===== src/rtl/obstacle_scheduler_pkg.sv =====
// Shared types for the obstacle scheduler: slot count, position width and
// the packed obstacle record seen by the collision checker and renderer.
`timescale 1ns/1ps
package obstacle_scheduler_pkg;

  localparam int NUM_SLOTS = 10;
  localparam int POS_W     = 10;

  typedef struct packed {
    logic             active;
    logic [1:0]       lane;
    logic [POS_W-1:0] position;
  } obstacle_t;

endpackage


===== src/rtl/obstacle_scheduler_if.sv =====
// Game-side interface of the obstacle scheduler.
// The game controller (master) drives start, game_tick, died and speed.
// The scheduler (slave) returns the obstacle table plus its status pulses.
`timescale 1ns/1ps
interface obstacle_scheduler_if;
  import obstacle_scheduler_pkg::*;

  logic                      start;
  logic                      game_tick;
  logic                      died;
  logic [3:0]                speed;
  obstacle_t [NUM_SLOTS-1:0] obstacles;
  logic [15:0]               passed_count;
  logic                      busy;
  logic                      spawn_dropped;
  logic                      tick_overrun;

  modport master (
    output start, game_tick, died, speed,
    input  obstacles, passed_count, busy, spawn_dropped, tick_overrun
  );

  modport slave (
    input  start, game_tick, died, speed,
    output obstacles, passed_count, busy, spawn_dropped, tick_overrun
  );

endinterface


===== src/rtl/obstacle_scheduler.sv =====
// Obstacle scheduler: owns the 10-slot obstacle table. Each accepted game
// tick sweeps one slot per cycle (advance or retire), then spends one cycle
// deciding whether to spawn a new obstacle at the far edge.
// Optional build macro: OBSTACLE_SCHEDULER_LANE_GUARD_EN -- when defined,
// a newly spawned obstacle never reuses the lane of the previous spawn.
`timescale 1ns/1ps
module obstacle_scheduler
  import obstacle_scheduler_pkg::*;
#(
  parameter int          SPAWN_POSITION  = 640,
  parameter int          SPAWN_MIN_TICKS = 4,
  parameter logic [15:0] LFSR_SEED       = 16'hACE1
) (
  input logic           system_clock_in,
  input logic           reset_n,
  obstacle_scheduler_if.slave bus
);

  localparam int TIMER_W = 8;
  localparam int IDX_W   = 4;
  localparam logic [IDX_W-1:0] LAST_IDX = IDX_W'(NUM_SLOTS - 1);

  typedef enum logic [1:0] {
    IDLE,
    WAIT,
    SWEEP,
    SPAWN
  } state_t;

  state_t                    state;
  obstacle_t [NUM_SLOTS-1:0] slots;
  logic [15:0]               passed_count;
  logic [15:0]               lfsr;
  logic [TIMER_W-1:0]        spawn_timer;
  logic [IDX_W-1:0]          index;
  logic                      busy;
  logic                      spawn_dropped;
  logic                      tick_overrun;

  logic                      lfsr_feedback;
  logic                      free_found;
  logic [IDX_W-1:0]          free_idx;
  logic [1:0]                raw_lane;
  logic [1:0]                spawn_lane;
  logic [TIMER_W-1:0]        reload_value;
  logic [POS_W-1:0]          step;
  obstacle_t                 cur_slot;
  obstacle_t                 spawn_slot;

`ifdef OBSTACLE_SCHEDULER_LANE_GUARD_EN
  logic [1:0]                last_lane;
`endif

  // Fibonacci taps 16,14,13,11 expressed on a zero-based register.
  assign lfsr_feedback = lfsr[15] ^ lfsr[13] ^ lfsr[12] ^ lfsr[10];

  // Lane 3 does not exist on screen, so the LFSR's fourth code folds onto lane 1.
  assign raw_lane = (lfsr[5:4] == 2'd3) ? 2'd1 : lfsr[5:4];

`ifdef OBSTACLE_SCHEDULER_LANE_GUARD_EN
  // Step to the next lane (mod 3) when the draw repeats the previous spawn.
  assign spawn_lane = (raw_lane != last_lane) ? raw_lane :
                      (raw_lane == 2'd2)      ? 2'd0     : raw_lane + 2'd1;
`else
  assign spawn_lane = raw_lane;
`endif

  assign reload_value = TIMER_W'(SPAWN_MIN_TICKS) + TIMER_W'(lfsr[3:0]);
  assign step         = POS_W'(bus.speed);
  assign cur_slot     = slots[index];

  // Record written into the chosen free slot when a spawn succeeds.
  always_comb begin
    spawn_slot          = '0;
    spawn_slot.active   = 1'b1;
    spawn_slot.lane     = spawn_lane;
    spawn_slot.position = POS_W'(SPAWN_POSITION);
  end

  // Priority search for the lowest-index inactive slot; the table it sees is
  // already swept, so a slot retired on this tick is immediately reusable.
  always_comb begin
    free_found = 1'b0;
    free_idx   = '0;
    for (int i = NUM_SLOTS - 1; i >= 0; i--) begin
      if (!slots[i].active) begin
        free_found = 1'b1;
        free_idx   = IDX_W'(i);
      end
    end
  end

  // Free-running pseudo-random source; start deliberately does not reseed it.
  always_ff @(posedge system_clock_in) begin
    if (!reset_n) begin
      lfsr <= LFSR_SEED;
    end else begin
      lfsr <= {lfsr[14:0], lfsr_feedback};
    end
  end

  // Scheduler FSM: start re-initialises from any state; WAIT accepts ticks,
  // SWEEP walks slots 0..9, SPAWN runs the spawn timer and places obstacles.
  always_ff @(posedge system_clock_in) begin
    if (!reset_n) begin
      state         <= IDLE;
      slots         <= '0;
      passed_count  <= '0;
      spawn_timer   <= '0;
      index         <= '0;
      busy          <= 1'b0;
      spawn_dropped <= 1'b0;
      tick_overrun  <= 1'b0;
`ifdef OBSTACLE_SCHEDULER_LANE_GUARD_EN
      last_lane     <= 2'd0;
`endif
    end else begin
      spawn_dropped <= 1'b0;
      tick_overrun  <= 1'b0;
      if (bus.start) begin
        state        <= WAIT;
        slots        <= '0;
        passed_count <= '0;
        spawn_timer  <= TIMER_W'(SPAWN_MIN_TICKS);
        index        <= '0;
        busy         <= 1'b0;
`ifdef OBSTACLE_SCHEDULER_LANE_GUARD_EN
        last_lane    <= 2'd0;
`endif
      end else begin
        tick_overrun <= bus.game_tick && busy;
        case (state)
          WAIT: begin
            if (bus.game_tick && !bus.died) begin
              index <= '0;
              state <= SWEEP;
              busy  <= 1'b1;
            end
          end
          SWEEP: begin
            if (cur_slot.active) begin
              if (cur_slot.position < step) begin
                slots[index].active <= 1'b0;
                if (passed_count != 16'hFFFF) begin
                  passed_count <= passed_count + 16'd1;
                end
              end else begin
                slots[index].position <= cur_slot.position - step;
              end
            end
            if (index == LAST_IDX) begin
              state <= SPAWN;
            end else begin
              index <= index + IDX_W'(1);
            end
          end
          SPAWN: begin
            if (spawn_timer != '0) begin
              spawn_timer <= spawn_timer - TIMER_W'(1);
            end else begin
              spawn_timer <= reload_value;
              if (free_found) begin
                slots[free_idx] <= spawn_slot;
`ifdef OBSTACLE_SCHEDULER_LANE_GUARD_EN
                last_lane       <= spawn_lane;
`endif
              end else begin
                spawn_dropped <= 1'b1;
              end
            end
            state <= WAIT;
            busy  <= 1'b0;
          end
          default: begin
            state <= state;
          end
        endcase
      end
    end
  end

  assign bus.obstacles     = slots;
  assign bus.passed_count  = passed_count;
  assign bus.busy          = busy;
  assign bus.spawn_dropped = spawn_dropped;
  assign bus.tick_overrun  = tick_overrun;

endmodule


===== src/flat_wrapper.sv =====
// flat-port wrapper written by rule: the top's interface ports become plain ports
module obstacle_scheduler_flat import obstacle_scheduler_pkg::*;
#(
  parameter int          SPAWN_POSITION  = 640,
  parameter int          SPAWN_MIN_TICKS = 4,
  parameter logic [15:0] LFSR_SEED       = 16'hACE1
)
  (system_clock_in, reset_n, bus_start, bus_game_tick, bus_died, bus_speed, bus_obstacles, bus_passed_count, bus_busy, bus_spawn_dropped, bus_tick_overrun);
  obstacle_scheduler_if bus_i ();
  input logic system_clock_in;
  input logic reset_n;
  input wire logic [$bits(bus_i.start)-1:0] bus_start;
  input wire logic [$bits(bus_i.game_tick)-1:0] bus_game_tick;
  input wire logic [$bits(bus_i.died)-1:0] bus_died;
  input wire logic [$bits(bus_i.speed)-1:0] bus_speed;
  output wire logic [$bits(bus_i.obstacles)-1:0] bus_obstacles;
  output wire logic [$bits(bus_i.passed_count)-1:0] bus_passed_count;
  output wire logic [$bits(bus_i.busy)-1:0] bus_busy;
  output wire logic [$bits(bus_i.spawn_dropped)-1:0] bus_spawn_dropped;
  output wire logic [$bits(bus_i.tick_overrun)-1:0] bus_tick_overrun;
  assign bus_i.start = bus_start;
  assign bus_i.game_tick = bus_game_tick;
  assign bus_i.died = bus_died;
  assign bus_i.speed = bus_speed;
  assign bus_obstacles = bus_i.obstacles;
  assign bus_passed_count = bus_i.passed_count;
  assign bus_busy = bus_i.busy;
  assign bus_spawn_dropped = bus_i.spawn_dropped;
  assign bus_tick_overrun = bus_i.tick_overrun;
  obstacle_scheduler #(.SPAWN_POSITION(SPAWN_POSITION), .SPAWN_MIN_TICKS(SPAWN_MIN_TICKS), .LFSR_SEED(LFSR_SEED)) u_core (.system_clock_in(system_clock_in), .reset_n(reset_n), .bus(bus_i));
endmodule

===== config.mk =====
export PLATFORM = sky130hd
export DESIGN_NAME = obstacle_scheduler_flat
export DESIGN_NICKNAME = d
export VERILOG_FILES = /design/src/rtl/obstacle_scheduler_pkg.sv /design/src/rtl/obstacle_scheduler_if.sv /design/src/rtl/obstacle_scheduler.sv /design/src/flat_wrapper.sv
export SDC_FILE = /design/constraint.sdc
export NUM_CORES = 1
export LEC_CHECK = 0
export ABC_AREA = 1
export BUFFER_PORTS_ARGS = -buffer_cell sky130_fd_sc_hd__buf_2
export CAP_MARGIN = 10
export CORE_ASPECT_RATIO = 2
export CORE_MARGIN = 2
export CORE_UTILIZATION = 52
export DETAILED_ROUTE_END_ITERATION = 12
export PLACE_DENSITY = 0.8
export SLEW_MARGIN = 20
export SYNTH_ARGS = -nofsm -noshare
export SYNTH_HDL_FRONTEND = slang
export SYNTH_SLANG_ARGS = --single-unit

===== constraint.sdc =====
create_clock -name system_clock_in -period 3.3 [get_ports system_clock_in]
set_clock_uncertainty 0.1 [all_clocks]
set_input_delay 0.66 -clock system_clock_in [delete_from_list [all_inputs] [get_ports system_clock_in]]
set_output_delay 0.66 -clock system_clock_in [all_outputs]
set_load 0.005 [all_outputs]

==> flow_summary.toml <==
[run_status]
status = "finished, final reports clean"

[min_path]
worstHoldStart = "u_core.lfsr[14]$_SDFF_PN0_"
min_path_cells = 1
min_path_type = "reg -> reg"

[global_route]
grt_max_degree = 93
antenna_found_initial = 0
grt_pass1_vias = 10100
overflow = 0
grt_use_total = 0.322
grt_pass1_wl_um = 49900

[die]
fp.coreArea_um2 = 18700
initial_core_util = 0.524
fp.dieH_um = 198
die_w_um = 101
die_area_um2 = 20000
rows = 71
io_pins = 158

[worst_setup_path]
crit_cells = 17
slowest_delay_ns = 0.38
critPathKind = "reg -> reg"
critPathCaptureType = "flip-flop"
r2r-start = "u_core.index[0]$_SDFFE_PP0P_"
critPathLaunch = "u_core.index[0]$_SDFFE_PP0P_"
reg2reg_depth = 17
worstPathMaxFanout = 17
critPathRequiredTime_ns = 3.58
critical-path-top-delay-family = "simple AND/OR/NAND/NOR gates"
critPathBufInv = 4
crit_arrival_ns = 3.47
path_cells = "buf_12 -> nand2_1 -> o21ai_0 -> a221oi_2 -> ha_2 -> inv_2 -> fa_2 -> nand3_2 -> nand3_2 -> inv_2 -> nand4_1 -> nor2_4 -> nand3_4 -> clkbuf_16 -> nand3_2 -> nor2_1 -> nor2_1"
startpoint_type = "flip-flop"
slowest_stage = "dfxtp_4"
cpMostUsedCell = "nand3_2"

[clock_tree]
root_buffer = "clkbuf_16"
htreeDepth = 4
clockBufferDepth = 2
cts_tree = "done"
clk_pin_slew_worst_paths_ns = 0.07
clkLatencyLatePin_ns = 0.45
numCtsBuffers = 17
clock-sinks = 179

[final_layout]
diodes = 0
stdcell_area_um2 = 11900
drive_above_1_share = 0.213
fin_nets = 1718
syn_to_final_growth_pct = 22.0
instances_no_fill = 1924
fill_cells = 1678

[power]
pwr-share-seq = 0.391
power.density_nw_per_um2 = 472
p_int_w = 0.00378
p_leak_nw = 5.93
combPwrFrac = 0.233
p_sw_frac = 0.328
clkPwrFrac = 0.375
vdd_ir_drop_max_mv = 0.324
netSwitchingPower_w = 0.00184

[drt]
wl_um = 34800
dr_total_vias = 11000
first_pass_iters = 8
drc = 0
wl_per_cell_um = 18.1
antenna_left = 0
avgViaCountPerCell = 5.70
drt_iter0_drc = 924

[run]
cap_violations = 0

[placed_design]
gp_congestion = 0.984
dp_hpwl_um = 24100
placed_area_um2 = 10900
port_buffers = 157
dp.cells = 1874

[yosys]
synth-async-reset-ratio = 0
synth_top_area_cell = "dfxtp_1"
ys_top_cells_by_area = "dfxtp_1 (37%), nand2_1 (16%), nor2_1 (10%), inv_1 (6.8%), a21oi_1 (4.9%)"
synth_ff_type = "dfxtp_1"
syn_area_per_cell_um2 = 6.46
synth_fp_nets = 1538
synth_enable_flop_cells = 0
yosys_warnings = 0
syn_inst = 1513
synth_area_um2 = 9770
ys_seq_elements = 179
yosysSeqAreaShare = 0.367
synth_cell_types = 44
synth.top_cell.area_share = 0.367

[timing]
tightest_slew_ns = 0.718
setup_viol = 0
slew_viol_final = 0
period_minus_slack_ns = 3.20
final-hold-violation-count = 0
rsz0062_at_grt = "true"
period_share = 0.969
max_freq_mhz = 313
tns_ns = 0
slew_headroom = 0.522
hold-worst-slack_ns = 0.317
-- state kept, by name, summed over array words and instances, names as in the netlist --
name,flops
u_core.bus.tick_overrun,1
u_core.spawn_timer,8
u_core.lfsr,16
u_core.bus.spawn_dropped,1
u_core.index,4
u_core.bus.passed_count,16
u_core.state,2
u_core.bus.obstacles,130
u_core.bus.busy,1
-- synth_stat cells (2+ instances only) --
master,count
a211oi_1,10
a21oi_1,96
a21oi_2,19
a221o_1,2
buf_1,4
buf_2,13
buf_4,9
buf_6,11
clkbuf_1,23
dfxtp_1,179
ha_1,15
inv_1,178
inv_2,6
nand2_1,420
nand2_2,25
nand2_8,2
nand3_1,90
nand3_4,5
nand4_1,17
nor2_1,261
nor2_2,7
nor2_4,3
nor3_1,10
nor4_1,5
o211ai_1,3
o21ai_0,64
o21ai_1,3
or2_2,6
xnor2_1,4
xor2_1,9
-- per-layer routing --
| layer | GRT usage | wire, um | share of wire | vias to the layer above |
|---|---|---|---|---|
| met3 | 0.0484 | 2610 | 0.075 | 214 |
| met4 | 0.250 | 3350 | 0.096 | 0 |
| met1 | 0.327 | 11500 | 0.33 | 4983 |
| met5 | 0 | 0 | 0 | - |
| li1 | - | - | - | 5139 |
| met2 | 0.575 | 17400 | 0.50 | 638 |
-- worst paths after layout --
kind | to | slack, ns
worst min register to register | u_core.lfsr[15]$_SDFF_PN1_ | 0.32
worst max register to register | u_core.bus.obstacles[19]$_SDFFE_PP0P_ | 0.10
worst min-delay path | u_core.lfsr[15]$_SDFF_PN1_ | 0.32
worst max-delay path | u_core.bus.obstacles[19]$_SDFFE_PP0P_ | 0.10
-- repair_timing --
| action | in CTS | in global routing |
|---|---|---|
| buffers inserted | 0 | 4 |
| cloned | 0 | 15 |
| setup endpoints to repair | 67 | 126 |
| endpoints found under the hold margin | 0 | 0 |
| pin swaps | 0 | 9 |
| hold buffers | 0 | 0 |
| gates resized for setup | 5 | 49 |
-- metrics by stage --
step | worst slack (ns) | util | power (W)
finish | 0.101 | 0.639 | 0.00562
global route | -0.0700 | 0.639 | 0.00578
CTS | 0.00596 | 0.618 | 0.00533
detailed placement | -0.0533 | 0.584 | 0.00325
global placement | 0.0255 | 0.584 | 0.00324
floorplan | 0.0265 | - | 0.00292
-- logic make-up after synthesis --
group,share of synthesized area
xor+xnor,0.0117
buf+inv,0.111
compound gates,0.116
simple gates,0.374
fa+ha+maj,0.0213
flops,0.367
-- cell usage in the layout (no fill, tap or decap), types with 3 or more instances in the layout --
master,count
ha_1,14
xnor2_1,4
nand2_1,411
a21oi_1,91
o21ai_0,58
nor2_2,6
clkbuf_16,20
dfxtp_1,177
o21ai_1,9
a21oi_2,24
buf_12,7
nor2_1,257
inv_6,3
xor2_1,9
nand2_4,5
inv_2,10
a211oi_1,10
or2_2,6
nand2_2,30
nor4_1,5
nand3_2,7
nor2_4,8
o211ai_1,3
nor3_1,10
nand4_1,17
inv_1,174
nand3_4,12
buf_2,157
buf_4,42
nand3_1,85
-- cell type report --
class                           instances  area (um^2)  share of cell area
Multi-Input combinational cell       1098         5420               0.454
Sequential cell                       179         3590               0.301
Timing Repair Buffer                  211         1340               0.112
Inverter                              186          703              0.0590
Clock buffer                           19          453              0.0380
Tap cell                              219          274              0.0230
Clock inverter                         12          146              0.0123
-- power groups by stage --
stage	clock (W)	combinational [W]	sequential, W
5_1_grt	0.00221	0.00136	0.00220
2_1_floorplan	0	0.000671	0.00224
6_report	0.00211	0.00131	0.00220
3_5_place_dp	0	0.00100	0.00225
4_1_cts	0.00212	0.00101	0.00220
3_3_place_gp	0	0.000986	0.00225
Note: power is estimated with default switching activity, not from simulation.
